File: config.mk
export PLATFORM = sky130hd
export DESIGN_NAME = display_scan_capture
export DESIGN_NICKNAME = d
export VERILOG_FILES = /design/src/rtl/display_scan_capture.sv
export SDC_FILE = /design/constraint.sdc
export NUM_CORES = 1
export LEC_CHECK = 0
export ABC_AREA = 1
export BUFFER_PORTS_ARGS = -buffer_cell sky130_fd_sc_hd__buf_4
export CAP_MARGIN = 10
export CORE_MARGIN = 1
export CORE_UTILIZATION = 50
export CTS_CLUSTER_DIAMETER = 50
export CTS_CLUSTER_SIZE = 24
export DETAILED_ROUTE_END_ITERATION = 6
export GPL_TIMING_DRIVEN = 0
export PLACE_DENSITY = 0.79
export SYNTH_ARGS = -nofsm -noshare
export SYNTH_HDL_FRONTEND = slang
export SYNTH_SLANG_ARGS = --single-unit
File: constraint.sdc
create_clock -name clk -period 2.4 [get_ports clk]
set_input_delay 0.48 -clock clk [delete_from_list [all_inputs] [get_ports clk]]
set_output_delay 0.48 -clock clk [all_outputs]
set_load 0.02 [all_outputs]
File: src/rtl/display_scan_capture.sv
// Receive-side decoder for a scanned, active-low 7-segment bus: rebuilds the hex number being shown.
// Optional macro DISPLAY_SCAN_CAPTURE_DP_EN also captures the decimal point (bit h) of each digit.
module display_scan_capture #(
   parameter int n_dig         = 4,
   parameter int settle_cycles = 4
) (
   input  logic                 clk,
   input  logic                 reset,
   input  logic [7:0]           abcdefgh,
   input  logic [n_dig-1:0]     digit,
   output logic [n_dig*4-1:0]   number,
   output logic [n_dig*4-1:0]   number_frame,
   output logic                 frame_done,
   output logic                 bad_pattern,
   output logic                 bad_strobe,
   output logic [n_dig-1:0]     dp
);

   localparam int CW = $clog2(settle_cycles + 1);
   localparam int IW = (n_dig > 1) ? $clog2(n_dig) : 1;
   localparam logic [CW-1:0] SETTLE_MAX = CW'(settle_cycles);

   logic [7:0]         sSeg_q;
   logic [n_dig-1:0]   sDig_q;
   logic [CW-1:0]      settleCnt_q, settleCnt_d;
   logic               armed_q, armed_d;
   logic [n_dig-1:0]   mask_q, mask_d;
   logic [n_dig*4-1:0] number_q, number_d;
   logic [n_dig*4-1:0] numberFrame_q, numberFrame_d;
   logic               frameDone_q, frameDone_d;
   logic               badPattern_q, badPattern_d;
   logic               badStrobe_q, badStrobe_d;

   logic               inputsSame;
   logic               settleEvent;
   logic               strobeBlank;
   logic               strobeOne;
   logic [IW-1:0]      digIdx;
   logic [4:0]         glyph;

   // Glyph lookup on segments a..g only; h is forced to 1 so it can never influence the decode.
   // Result is {valid, nibble}.
   function automatic logic [4:0] decodeGlyph(input logic [6:0] seg);
      logic [4:0] r;
      case ({seg, 1'b1})
         8'h03:   r = 5'h10;
         8'h9F:   r = 5'h11;
         8'h25:   r = 5'h12;
         8'h0D:   r = 5'h13;
         8'h99:   r = 5'h14;
         8'h49:   r = 5'h15;
         8'h41:   r = 5'h16;
         8'h1F:   r = 5'h17;
         8'h01:   r = 5'h18;
         8'h19:   r = 5'h19;
         8'h11:   r = 5'h1A;
         8'hC1:   r = 5'h1B;
         8'h63:   r = 5'h1C;
         8'h85:   r = 5'h1D;
         8'h61:   r = 5'h1E;
         8'h71:   r = 5'h1F;
         default: r = 5'h00;
      endcase
      return r;
   endfunction

   assign inputsSame  = (abcdefgh == sSeg_q) && (digit == sDig_q);
   assign strobeBlank = &sDig_q;
   assign strobeOne   = $onehot(~sDig_q);
   assign glyph       = decodeGlyph(sSeg_q[7:1]);

   // The event fires on the edge where the count first reaches its limit, so the result lands
   // settle_cycles+1 edges after the inputs changed; armed keeps it to one event per steady group.
   always_comb begin
      settleCnt_d = '0;
      if (inputsSame) begin
         if (settleCnt_q == SETTLE_MAX) begin
            settleCnt_d = SETTLE_MAX;
         end else begin
            settleCnt_d = settleCnt_q + CW'(1);
         end
      end
   end

   assign settleEvent = armed_q && inputsSame && (settleCnt_d == SETTLE_MAX);

   always_comb begin
      armed_d = armed_q;
      if (!inputsSame) begin
         armed_d = 1'b1;
      end else if (settleEvent) begin
         armed_d = 1'b0;
      end
   end

   always_comb begin
      digIdx = '0;
      for (int i = 0; i < n_dig; i++) begin
         if (!sDig_q[i]) begin
            digIdx = IW'(i);
         end
      end
   end

   // Capture and frame bookkeeping; a frame closes on the capture that fills the mask, and the
   // snapshot includes the digit written on that same edge.
   always_comb begin
      number_d      = number_q;
      numberFrame_d = numberFrame_q;
      mask_d        = mask_q;
      frameDone_d   = 1'b0;
      badPattern_d  = 1'b0;
      badStrobe_d   = 1'b0;
      if (settleEvent && !strobeBlank) begin
         if (!strobeOne) begin
            badStrobe_d = 1'b1;
         end else if (!glyph[4]) begin
            badPattern_d = 1'b1;
         end else begin
            number_d[digIdx*4 +: 4] = glyph[3:0];
            mask_d[digIdx]          = 1'b1;
            if (&mask_d) begin
               frameDone_d   = 1'b1;
               numberFrame_d = number_d;
               mask_d        = '0;
            end
         end
      end
   end

   always_ff @(posedge clk) begin
      if (reset) begin
         sSeg_q        <= '1;
         sDig_q        <= '1;
         settleCnt_q   <= '0;
         armed_q       <= 1'b1;
         mask_q        <= '0;
         number_q      <= '0;
         numberFrame_q <= '0;
         frameDone_q   <= 1'b0;
         badPattern_q  <= 1'b0;
         badStrobe_q   <= 1'b0;
      end else begin
         sSeg_q        <= abcdefgh;
         sDig_q        <= digit;
         settleCnt_q   <= settleCnt_d;
         armed_q       <= armed_d;
         mask_q        <= mask_d;
         number_q      <= number_d;
         numberFrame_q <= numberFrame_d;
         frameDone_q   <= frameDone_d;
         badPattern_q  <= badPattern_d;
         badStrobe_q   <= badStrobe_d;
      end
   end

`ifdef DISPLAY_SCAN_CAPTURE_DP_EN
   logic [n_dig-1:0] dpLive_q, dpLive_d;

   // h is active-low, so a lit decimal point is stored as 1.
   always_comb begin
      dpLive_d = dpLive_q;
      if (settleEvent && !strobeBlank && strobeOne && glyph[4]) begin
         dpLive_d[digIdx] = ~sSeg_q[0];
      end
   end

   always_ff @(posedge clk) begin
      if (reset) begin
         dpLive_q <= '0;
      end else begin
         dpLive_q <= dpLive_d;
      end
   end

   assign dp = dpLive_q;
`else
   assign dp = '0;
`endif

   assign number       = number_q;
   assign number_frame = numberFrame_q;
   assign frame_done   = frameDone_q;
   assign bad_pattern  = badPattern_q;
   assign bad_strobe   = badStrobe_q;

endmodule

* Word-level counts from Yosys, hierarchy flattened
Index checks and enable logic that the tools add are counted.
** Word-level totals
- Register bits after elaboration :: 55
- Bits in latches :: 0
- Bits in writable memories :: 0
- ROM bits :: 0
- Bits of input ports :: 14
- Memories :: 0
** Cells by class
- $add $sub $neg :: 5
- $mul :: 0
- Div/mod/pow operators :: 0
- Magnitude comparators :: 2
- Equality and inequality tests :: 20
- Shifts and indexed selects :: 2
- Mux-type cells :: 13
- Bitwise operators :: 6
- Reduce and logical (&&, ||, !) cells :: 15
** Operators by type and width (number)
- 5-bit case mux with 16 select lines :: 1
- 7-bit by 6-bit equality test with 1-bit output (second input constant) :: 5
- 4-bit negation with 34-bit output :: 1
- 4-bit by 34-bit variable shift with 16-bit output (first input constant) :: 1
- 4-bit by 34-bit variable part select with 16-bit output :: 1
- 7-bit equality test (second input constant) :: 4
- 7-bit by 4-bit equality test with 1-bit output (second input constant) :: 3
- 16-bit bitwise mux :: 1
- 8-bit equality test :: 1
- 4-bit AND reduction :: 2
- 7-bit by 1-bit equality test with 1-bit output (second input constant) :: 1
- 7-bit by 3-bit equality test with 1-bit output (second input constant) :: 1
- 7-bit by 5-bit equality test with 1-bit output (second input constant) :: 1
- 7-bit logical NOT :: 1
- 7-bit AND reduction :: 1
- 3-bit equality test (second input constant) :: 2
- 3-bit 2-to-1 mux :: 2
- 1-bit logical AND :: 5
- 1-bit 2-to-1 mux :: 5
- 1-bit by 1-bit adder with 2-bit output :: 2
- 4-bit equality test :: 1
- 2-bit 2-to-1 mux :: 2
- 4-bit 2-to-1 mux :: 1
- 1-bit NOT :: 4
- other kinds (13) :: 14

* Depth between registers and ports, before layout
Gate-level depths: netlist (run 1).
- Depth in word-level cells :: 10
- Mapped depth :: 14

* Worst setup path after synthesis (run 1)
No wires, ideal clock.
- Path kind :: flip-flop to flip-flop
- Start :: reg sDig_q[1]
- End :: reg numberFrame_q[14] (netlist: number_frame[14])
- Data arrival time :: 2391 ps
- Required time :: 2341 ps
- Slack :: -50 ps
- Stages on the path, launching flop included :: 15
- Path through :: dfxtp_1 -> fa_1 -> inv_1 -> ha_1 -> ha_1 -> nor2_1 -> nand2_1 -> inv_1 -> nand3_1 -> nor2_4 -> nand3_4 -> nor2_8 -> buf_6 -> nand2_1 -> nand2_1
** On the way
- Word-level cells in the longest chain between the ends :: 9
** Ends and longest elaborated chain
- start, declared :: line 24 : logic [n_dig-1:0] sDig_q;
- start signal, assigned :: line 145 : sDig_q <= digit;
- 1-bit 2-to-1 mux :: line 99 : if (!sDig_q[i]) begin
- 2-bit 2-to-1 mux (2 in series) :: line 99
- 2-bit by 3-bit < comparator with 1-bit output (not written as such) or 2-bit by 1-bit >= comparator with 1-bit output (tied branches) :: line 121 : mask_d[digIdx] = 1'b1;
- 1-bit logical AND (not written as such) :: line 121
- 1-bit 2-to-1 mux (not written as such) :: line 121
- 1-bit demux with 2-bit select :: line 121
- 4-bit OR (no line)
- 7-bit AND reduction (no line)
- end signal, assigned :: line 150 : numberFrame_q <= numberFrame_d;
- end, declared :: line 29 : logic [n_dig*4-1:0] numberFrame_q, numberFrame_d;
Several ways; a longest one is shown, not always the timed one.
A chain may end at the register's enable or synchronous reset.

* Worst setup path after layout (run 1)
- Start :: reg sDig_q[0]
- End :: reg numberFrame_q[1] (netlist: number_frame[1])
** On the way
- Word-level cells in the longest chain between the ends :: 7
** Ends and longest elaborated chain
- 4-bit equality test :: line 67 : assign inputsSame = (abcdefgh == sSeg_q) && (digit == sDig_q);
- 1-bit logical AND :: line 67
- 3-bit 2-to-1 mux :: line 76 : if (inputsSame) begin
- 3-bit equality test :: line 85 : assign settleEvent = armed_q && inputsSame && (settleCnt_d == SETTLE_MAX);
- 1-bit logical AND :: line 85
- 1-bit logical AND :: line 114 : if (settleEvent && !strobeBlank) begin
- 7-bit AND reduction (no line) *
Every way passes the cells marked *; elsewhere a longest branch is shown, timed or not.

==> metrics, run 1 <==
Area Growth Syn to Fin 30.1%; pwr/cell area 471 nW/um^2; mapped cell area 2850 um^2; number of diodes 0; vias in the first global route 2582; All-Layer GR Usage 0.240; Sum Neg Setup Slack -914 ps; endpoints failing setup 28; RSZ-0062 raised after global routing yes; Routed WL 7.15 mm; vias per inst 5.01; Avg Cell Area, Syn 6.56 um^2; core footprint 5510 um^2; hold_sp abcdefgh[1]; CTS clk-pin slew, worst paths 100 ps; DRC Markers 0; CTS root buf clkbuf_8; largest net degree at the start of global routing 18; post-place instance area 3320 um^2; DR vias 2896; most common cell in the synthesized netlist nand2_1; 1st-iter DRT viols 155; Synth Register Bits 55; Primary FF master, synth dfxtp_1; Hold Path End sSeg_q[1]; CTS sink cnt 55; Max-Slew Margin vs Limit 0.586; Pre-antenna DRT Iters 4; Clock Latency Late Sink 310 ps; final core utilization 0.674; outcome finished with violations; min Tclk post-route 2470 ps; Final Slew Violations 0; reg2reg end number_frame[1]; CTS tree built; Nets 525; I/O Pins 53; antenna violations before repair 0; hold crit path type input port to register; CP endpoint kind register; Worst EP arrival 2740 ps; EDFF count, synth 0; peak supply drop 0.000314 V; Seq/Total Area, Yosys 0.386; # rows 27; clock buffer depth 2; Worst Slack Setup Final -74.9 ps; CP startpoint kind register; Total Die Area 6010 um^2; Die W 77.5 um; chip height 77.5 um; synth warn 0; Max-Cap Viols 0; Layout Skew 8.64 ps; Yosys top cell area share 0.386; first-pass GRT wire length 11.4 mm; I/O Buffers 48; dpl hpwl 4.86 mm; Synth top cells by count nand2_1 (149), nor2_1 (65), dfxtp_1 (55), inv_1 (43), nand3_1 (34); global route overflow 0; Clock H-tree levels 2; Yosys top cell by area dfxtp_1; placed cells 558; final-report hold violation count 0; Critical Path RT 2670 ps; RePlAce Congestion 0.881; layout cells sized above 1 0.292; gate count of the mapped netlist 435; total power 1.75 mW; launch point of the worst reg-to-reg path sDig_q[0]; Hold-fix buffers, CTS 0; Worst Max-Slew Pin Slew 621 ps; wire per inst 12.4 um; fraction of registers with async set or reset after synthesis 0; worst reg2reg path depth 14; non-filler instance count after layout 578; unique cell type count in the Yosys netlist 30; top cells by area, synth dfxtp_1 (39%), nand2_1 (20%), nor2_1 (8.6%); r2r setup slk -70 ps; Leak 1.90 nW; crit path max fanout 6; failing checks setup timing; Initial Util 0.518; ANT nets after route 0; fmax 404 MHz; Final period util 1.03; Crit Path Class register to register; cell area after layout 3710 um^2; worst hold stages 3; CTS buffer count 5
## critical path, stage by stage (launching register included)
cell and delay, ps:
dfxtp_4 360, fa_1 540, inv_1 50, ha_2 170, ha_4 220, nor2_4 80
nand2_2 60, inv_2 70, nand3_4 80, nor2_4 170, nand3_4 140, nor2_8 200
buf_8 160, nand2_2 50, nand2_1 80
## layer usage
layer	part of all wire	track usage	vias to the layer above
met2	0.50	0.430	84
met5	0	0	-
met4	0.024	0.0830	0
met3	0.047	0.0365	19
li1	-	-	1463
met1	0.43	0.290	1330
## power breakdown
part           switching (mW)  total [mW]  internal (mW)
sequential             0.0120       0.934          0.922
clock                   0.316       0.632          0.316
combinational           0.115       0.182         0.0668
total                   0.443        1.75           1.30
## state kept, by name (all words and copies together), names as in the netlist
| name | flops |
|---|---|
| number | 16 |
| number_frame | 16 |
| sSeg_q | 8 |
| mask_q | 4 |
| sDig_q | 4 |
| settleCnt_q | 3 |
| armed_q | 1 |
| bad_pattern | 1 |
| bad_strobe | 1 |
| frame_done | 1 |
## through the flow
step	hold WS, ps	worst slack (ps)
final	359	-74.9
after global placement	433	-206
after CTS	355	-122
after global routing	361	-182
after floorplan	426	9.44
after detailed placement	438	-304
## worst max-delay path by stage
stage               startpoint                to  slack (ps)
floorplan            sDig_q[0]  number_frame[14]           9
global placement     sDig_q[0]   number_frame[1]        -210
detailed placement   sDig_q[0]   number_frame[3]        -300
CTS                  sDig_q[3]         number[3]        -120
global route         sDig_q[0]   number_frame[5]        -180
finish               sDig_q[0]   number_frame[1]         -70
## area by class of cell
type                    count  area (um^2)
inverters                  52          199
well taps                  72         90.1
multi-input cells         316         1620
flip-flops and latches     55         1110
fillers                   461         1800
repair buffers             60          473
clock inverters             2         38.8
clock buffers               6         72.6
plain buffers              15          111
## logic make-up (layout without fill, tap and decap cells)
| group | Yosys count | count (layout) | share of synthesized area |
|---|---|---|---|
| flip-flops | 55 | 55 | 0.386 |
| buffers and inverters | 67 | 135 | 0.102 |
| XOR/XNOR | 3 | 3 | 0.00922 |
| AO/OA/AOI/OAI | 29 | 29 | 0.0540 |
| AND/OR/NAND/NOR | 274 | 274 | 0.418 |
| adder cells (fa/ha/maj) | 6 | 6 | 0.0290 |
| other | 1 | 4 | 0.00132 |
## cell usage in the layout, fill, tap and decap left out, drive strengths merged
master,n
nand2,154
nor2,75
buf,71
dfxtp,55
inv,52
nand3,36
o21ai,20
clkbuf,10
a21oi,7
ha,5
nor3,4
conb,4
xnor2,3
or2,3
nand3b,1
o22ai,1
a211oi,1
nor3b,1
clkinvlp,1
fa,1
bufinv,1
## repair_timing
action                     CTS  global route
pin swaps                   19            18
cloned                       2             1
setup buffers                8             1
resized for setup           28            36
setup endpoints to repair   36            37
hold endpoints to repair     0             0
Note: power is estimated with default switching activity, not from simulation.
==> inputs of run 2 (changes only) <==
--- a/config.mk
+++ b/config.mk
@@ -9,5 +9,5 @@
 export BUFFER_PORTS_ARGS = -buffer_cell sky130_fd_sc_hd__buf_4
 export CAP_MARGIN = 10
-export CORE_MARGIN = 1
+export CORE_MARGIN = 2
 export CORE_UTILIZATION = 50
 export CTS_CLUSTER_DIAMETER = 50
==> constraint.sdc (replaced) <==
create_clock -name clk -period 2.4 [get_ports clk]
set_input_delay 0.48 -clock clk [delete_from_list [all_inputs] [get_ports clk]]
set_output_delay 0.48 -clock clk [all_outputs]
set_load 0.05 [all_outputs]
==> metrics, run 2 (synthesized netlist as in run 1, its figures left out) <==
CTS sink cnt 55 (unchanged); DRC Markers 0 (unchanged); Initial Util 0.518 (unchanged); Worst Max-Slew Pin Slew 600 ps (-20.8 ps); Final Slew Violations 0 (unchanged); final core utilization 0.675 (+0.000681); outcome finished with violations; clock buffer depth 2 (unchanged); vias per inst 4.96 (-1.1%); RePlAce Congestion 0.839 (-4.7%); Clock Latency Late Sink 310 ps (about the same); Top Usage Layer GRT met2; largest net degree at the start of global routing 16 (-2); fmax 404 MHz (about the same); CTS buffer count 5 (unchanged); final-report hold violation count 0 (unchanged); # rows 27 (unchanged); peak supply drop 0.000357 V (+13%); ANT nets after route 0 (unchanged); chip height 79.5 um (+2.6%); most frequent cells in the layout nand2_1 (126), buf_4 (64), nor2_1 (57), dfxtp_1 (52), inv_1 (40); 1st-iter DRT viols 226 (+46%); dpl hpwl 4.96 mm (+2.0%); All-Layer GR Usage 0.243 (+0.00277); global route overflow 0 (unchanged); pwr/cell area 446 nW/um^2 (-5.2%); I/O Pins 53 (unchanged); crit path max fanout 7 (+1); Hold-fix buffers, CTS 0 (unchanged); GR Util met2 0.422 (-0.00824); I/O Buffers 48 (unchanged); wire per inst 12.8 um (+3.4%); Crit Path Class register to register; met1 Usage GRT 0.303 (+0.0128); Max-Slew Margin vs Limit 0.600 (+0.0139); layout cells sized above 1 0.308 (+0.0154); cell area after layout 3710 um^2 (+0.10%); GR met3 Demand/Resource 0.0475 (+0.0110); Critical Path RT 2610 ps (-60 ps); Routed WL 7.45 mm (+4.2%); CTS clk-pin slew, worst paths 100 ps (about the same); RSZ-0062 raised after global routing yes; CTS root buf clkbuf_8; first-pass GRT wire length 12.4 mm (+7.9%); Max-Cap Viols 0 (unchanged); CP endpoint kind register; hold crit path type input port to register; vias in the first global route 2761 (+6.9%); core footprint 5510 um^2 (unchanged); Die W 79.5 um (+2.6%); CTS tree built; Final period util 1.03 (about the same); Total Die Area 6320 um^2 (+5.2%); commonest non-fill, non-tap cell in the layout nand2_1; Leak 1.87 nW (-1.4%); failing checks setup timing; Worst EP arrival 2690 ps (-50 ps); post-place instance area 3320 um^2 (unchanged); number of diodes 0 (unchanged); Area Growth Syn to Fin 30.3%; Worst Slack Setup Final -76.7 ps (-1.76 ps); endpoints failing setup 32 (+14%); Nets 529 (+0.76%); min Tclk post-route 2480 ps (+1.76 ps); Clock H-tree levels 2 (unchanged); DR vias 2885 (-0.38%); Layout Skew 5.36 ps (-3.28 ps); CP startpoint kind register; Sum Neg Setup Slack -1520 ps (-607 ps); antenna violations before repair 0 (unchanged); Pre-antenna DRT Iters 4 (unchanged)
run 2: routing by layer:
metal,wire length [um],vias up
met5,0,-
met1,3110,1314
met4,125,0
met3,445,13
met2,3770,86
li1,-,1472
run 2: final cells by class:
cell class                 count  area, um^2
inverter                      52         199
sequential                    55        1110
fill                         464        1790
clock buffer                   7        76.3
multi-input combinational    316        1620
timing repair buffer          64         507
tap                           72        90.1
clock inverter                 1        5.00
buffer                        15         104
run 2: power by group:
part	internal [mW]	switching, mW	leakage (nW)
logic	0.0911	0.131	1.38
registers	0.922	0.0119	0.446
clock network	0.206	0.297	0.0422
run 2: worst max-delay path, cell delays in order, from the launching register on:
cell and delay (ps):
dfxtp_4 360, fa_1 560, inv_2 60, ha_4 160, ha_4 210, nor2_4 90, nand2_2 70, inv_2 60
nand3_2 100, nor2_4 160, buf_6 140, nand2_8 80, buf_6 150, o21ai_2 120, nor2_1 50
run 2: per-stage QoR:
stage | worst slack, ps | total power, mW | cells | hold slack (ps)
6_report | -76.7 | 1.66 | 582 | 359
5_1_grt | -182 | 1.72 | 582 | 356
4_1_cts | -47.6 | 1.65 | 581 | 355
3_5_place_dp | -266 | 1.12 | 558 | 444
3_3_place_gp | -209 | 1.12 | 558 | 434
2_1_floorplan | 8.04 | 1.07 | 438 | 426
run 2: path summary, 6_finish.rpt:
check,startpoint,end,slack [ps],cells past startpoint
hold reg to reg,number_frame[9],number_frame[9],470,2
hold / removal,abcdefgh[1],sSeg_q[1],360,3
setup reg to reg,sDig_q[0],number[10],-80,14
setup / recovery,sDig_q[0],number[10],-80,14
run 2: what timing repair did:
item	CTS	global route
buffers inserted	12	1
gates resized for setup	42	26
setup endpoints to repair	36	38
pin swaps	20	15
cloned	3	0
==> inputs of run 3 (changes only) <==
Settings changed: CORE_UTILIZATION 50 to 45, PLACE_DENSITY 0.79 to 0.72.
Clock period 2.4 ns to 2.2 ns, I/O delays scaled along.
==> metrics, run 3 (synthesized netlist as in run 1, its figures left out) <==
Max-Cap Viols 0 (unchanged); Total Die Area 6990 um^2 (+11%); crit-path max cell delay 530 ps (-30 ps); Nets 525 (-0.76%); Worst Max-Slew Pin Slew 565 ps (-35.7 ps); All-Layer GR Usage 0.198 (-0.0445); Crit Path Class register to register; layout cells sized above 1 0.275 (-0.0331); Initial Util 0.457 (-0.0609); Pre-antenna DRT Iters 4 (unchanged); total power 1.78 mW (+7.2%); wire per inst 11.7 um (-8.8%); RSZ-0062 raised after global routing yes; antenna violations before repair 0 (unchanged); Final period util 1.09 (+0.0577); fmax 417 MHz (+3.3%); Final Slew Violations 0 (unchanged); DR vias 2720 (-5.7%); Sum Neg Setup Slack -5100 ps (-3580 ps); slowest CP cell fa_1; I/O Pins 53 (unchanged); CTS root buf clkbuf_8; Critical Path RT 2460 ps (-150 ps); first-pass GRT wire length 11.4 mm (-8.1%); core footprint 6240 um^2 (+13%); critical path cell sequence fa_1 > inv_1 > ha_2 > ha_4 > nor2_2 > nand2_1 > inv_2 > nand3_2 > nor2_4 > buf_6 > nand2_8 > buf_6 > nand2_1 > nand2_1 > nor2_1; Worst EP arrival 2650 ps (-40 ps); final-report hold violation count 0 (unchanged); Hold-fix buffers, CTS 0 (unchanged); wl on met1 3.27 mm (+5.1%); I/O Buffers 48 (unchanged); Clock H-tree levels 2 (unchanged); Max Used Layer met4; area taken by multi-input logic gates 1570 um^2 (-3.4%); # rows 29 (+7.4%); CTS clk-pin slew, worst paths 100 ps (about the same); ANT nets after route 0 (unchanged); most frequent cells in the layout nand2_1 (135), nor2_1 (62), buf_4 (62), dfxtp_1 (52), inv_1 (41); global route overflow 0 (unchanged); Area Growth Syn to Fin 27.0%; 1st-iter DRT viols 136 (-40%); failing checks setup timing; commonest non-fill, non-tap cell in the layout nand2_1; RePlAce Congestion 0.837 (-0.30%); Reg area 1110 um^2 (-0.23%); hold crit path type input port to register; Top cell by count, worst path nand2_1; Clock Latency Late Sink 310 ps (about the same); Layout Skew 7.71 ps (+2.35 ps); min Tclk post-route 2400 ps (-79.4 ps); DRC Markers 0 (unchanged); pwr/cell area 491 nW/um^2 (+10%); Routed WL 6.81 mm (-8.6%); Worst Slack Setup Final -197 ps (-121 ps); Leak 1.86 nW (-0.43%); Filler cells 618 (+33%); number of diodes 0 (unchanged); WL met3 244 um (-45%); chip height 83.6 um (+5.1%); Die W 83.6 um (+5.1%); Max-Slew Margin vs Limit 0.624 (+0.0238); dpl hpwl 4.93 mm (-0.58%); vias in the first global route 2563 (-7.2%); peak supply drop 0.000297 V (-17%); endpoints failing setup 36 (+13%); vias per inst 4.67 (-5.9%); CTS sink cnt 55 (unchanged); CP endpoint kind register; crit path max fanout 7 (unchanged); outcome finished with violations; clock buffer depth 2 (unchanged); largest net degree at the start of global routing 17 (+1); CTS buffer count 5 (unchanged); met2 WL 3.20 mm (-15%); CP startpoint kind register; CTS tree built
run 3: changes by cell type in the layout (fill, tap and decap cells not counted), moves of 2 or more:
cell / change
nor2_2: -4
nand2_1: +9
nor2_1: +5
buf_4: -2
nand2_2: -8
run 3: worst max-delay path, delay by kind of cell (launching register included):
kind	cells	cell delay, ps
simple gates	8	710
fa+ha+maj	3	910
buf+inv	4	390
flops	1	340
run 3: stage by stage:
step | setup WS (ps) | cells | hold slack (ps) | area (um^2) | util
6_report | -197 | 583 | 320 | 3620 | 0.580
2_1_floorplan | -137 | 438 | 426 | 2900 | -
3_5_place_dp | -390 | 563 | 439 | 3350 | 0.537
5_1_grt | -355 | 583 | 311 | 3620 | 0.580
3_3_place_gp | -372 | 563 | 434 | 3350 | 0.537
4_1_cts | -187 | 580 | 313 | 3550 | 0.569
run 3: path summary, 6_finish.rpt:
path,slack (ps),cells past startpoint,start,to
worst max-delay path,-200,15,sDig_q[3],number[0]
worst min register to register,470,2,number_frame[1],number_frame[1]
worst max register to register,-200,15,sDig_q[3],number[0]
worst min-delay path,320,3,abcdefgh[1],sSeg_q[1]
run 3: per-layer routing:
layer	track usage	vias to the layer above
li1	-	1466
met1	0.249	1205
met2	0.343	38
met3	0.0376	11
met4	0.0630	0
met5	0	-
run 3: where the power goes:
part / switching [mW] / internal [mW] / total, mW
clock network: 0.330 / 0.225 / 0.554
registers: 0.0136 / 1.01 / 1.02
logic: 0.127 / 0.0773 / 0.204
total: 0.470 / 1.31 / 1.78
run 3: cell type report:
type,count,area share
multi-input combinational,316,0.433
buffer,15,0.0287
clock inverter,2,0.00311
timing repair buffer,60,0.129
sequential,55,0.306
tap,77,0.0266
clock buffer,6,0.0200
inverter,52,0.0539
run 3: repair_timing:
action	4_1_cts	5_1_grt
gates resized for setup	18	17
hold endpoints to repair	0	0
pin swaps	4	8
setup endpoints to repair	37	37
setup buffers	6	3
cloned	3	0
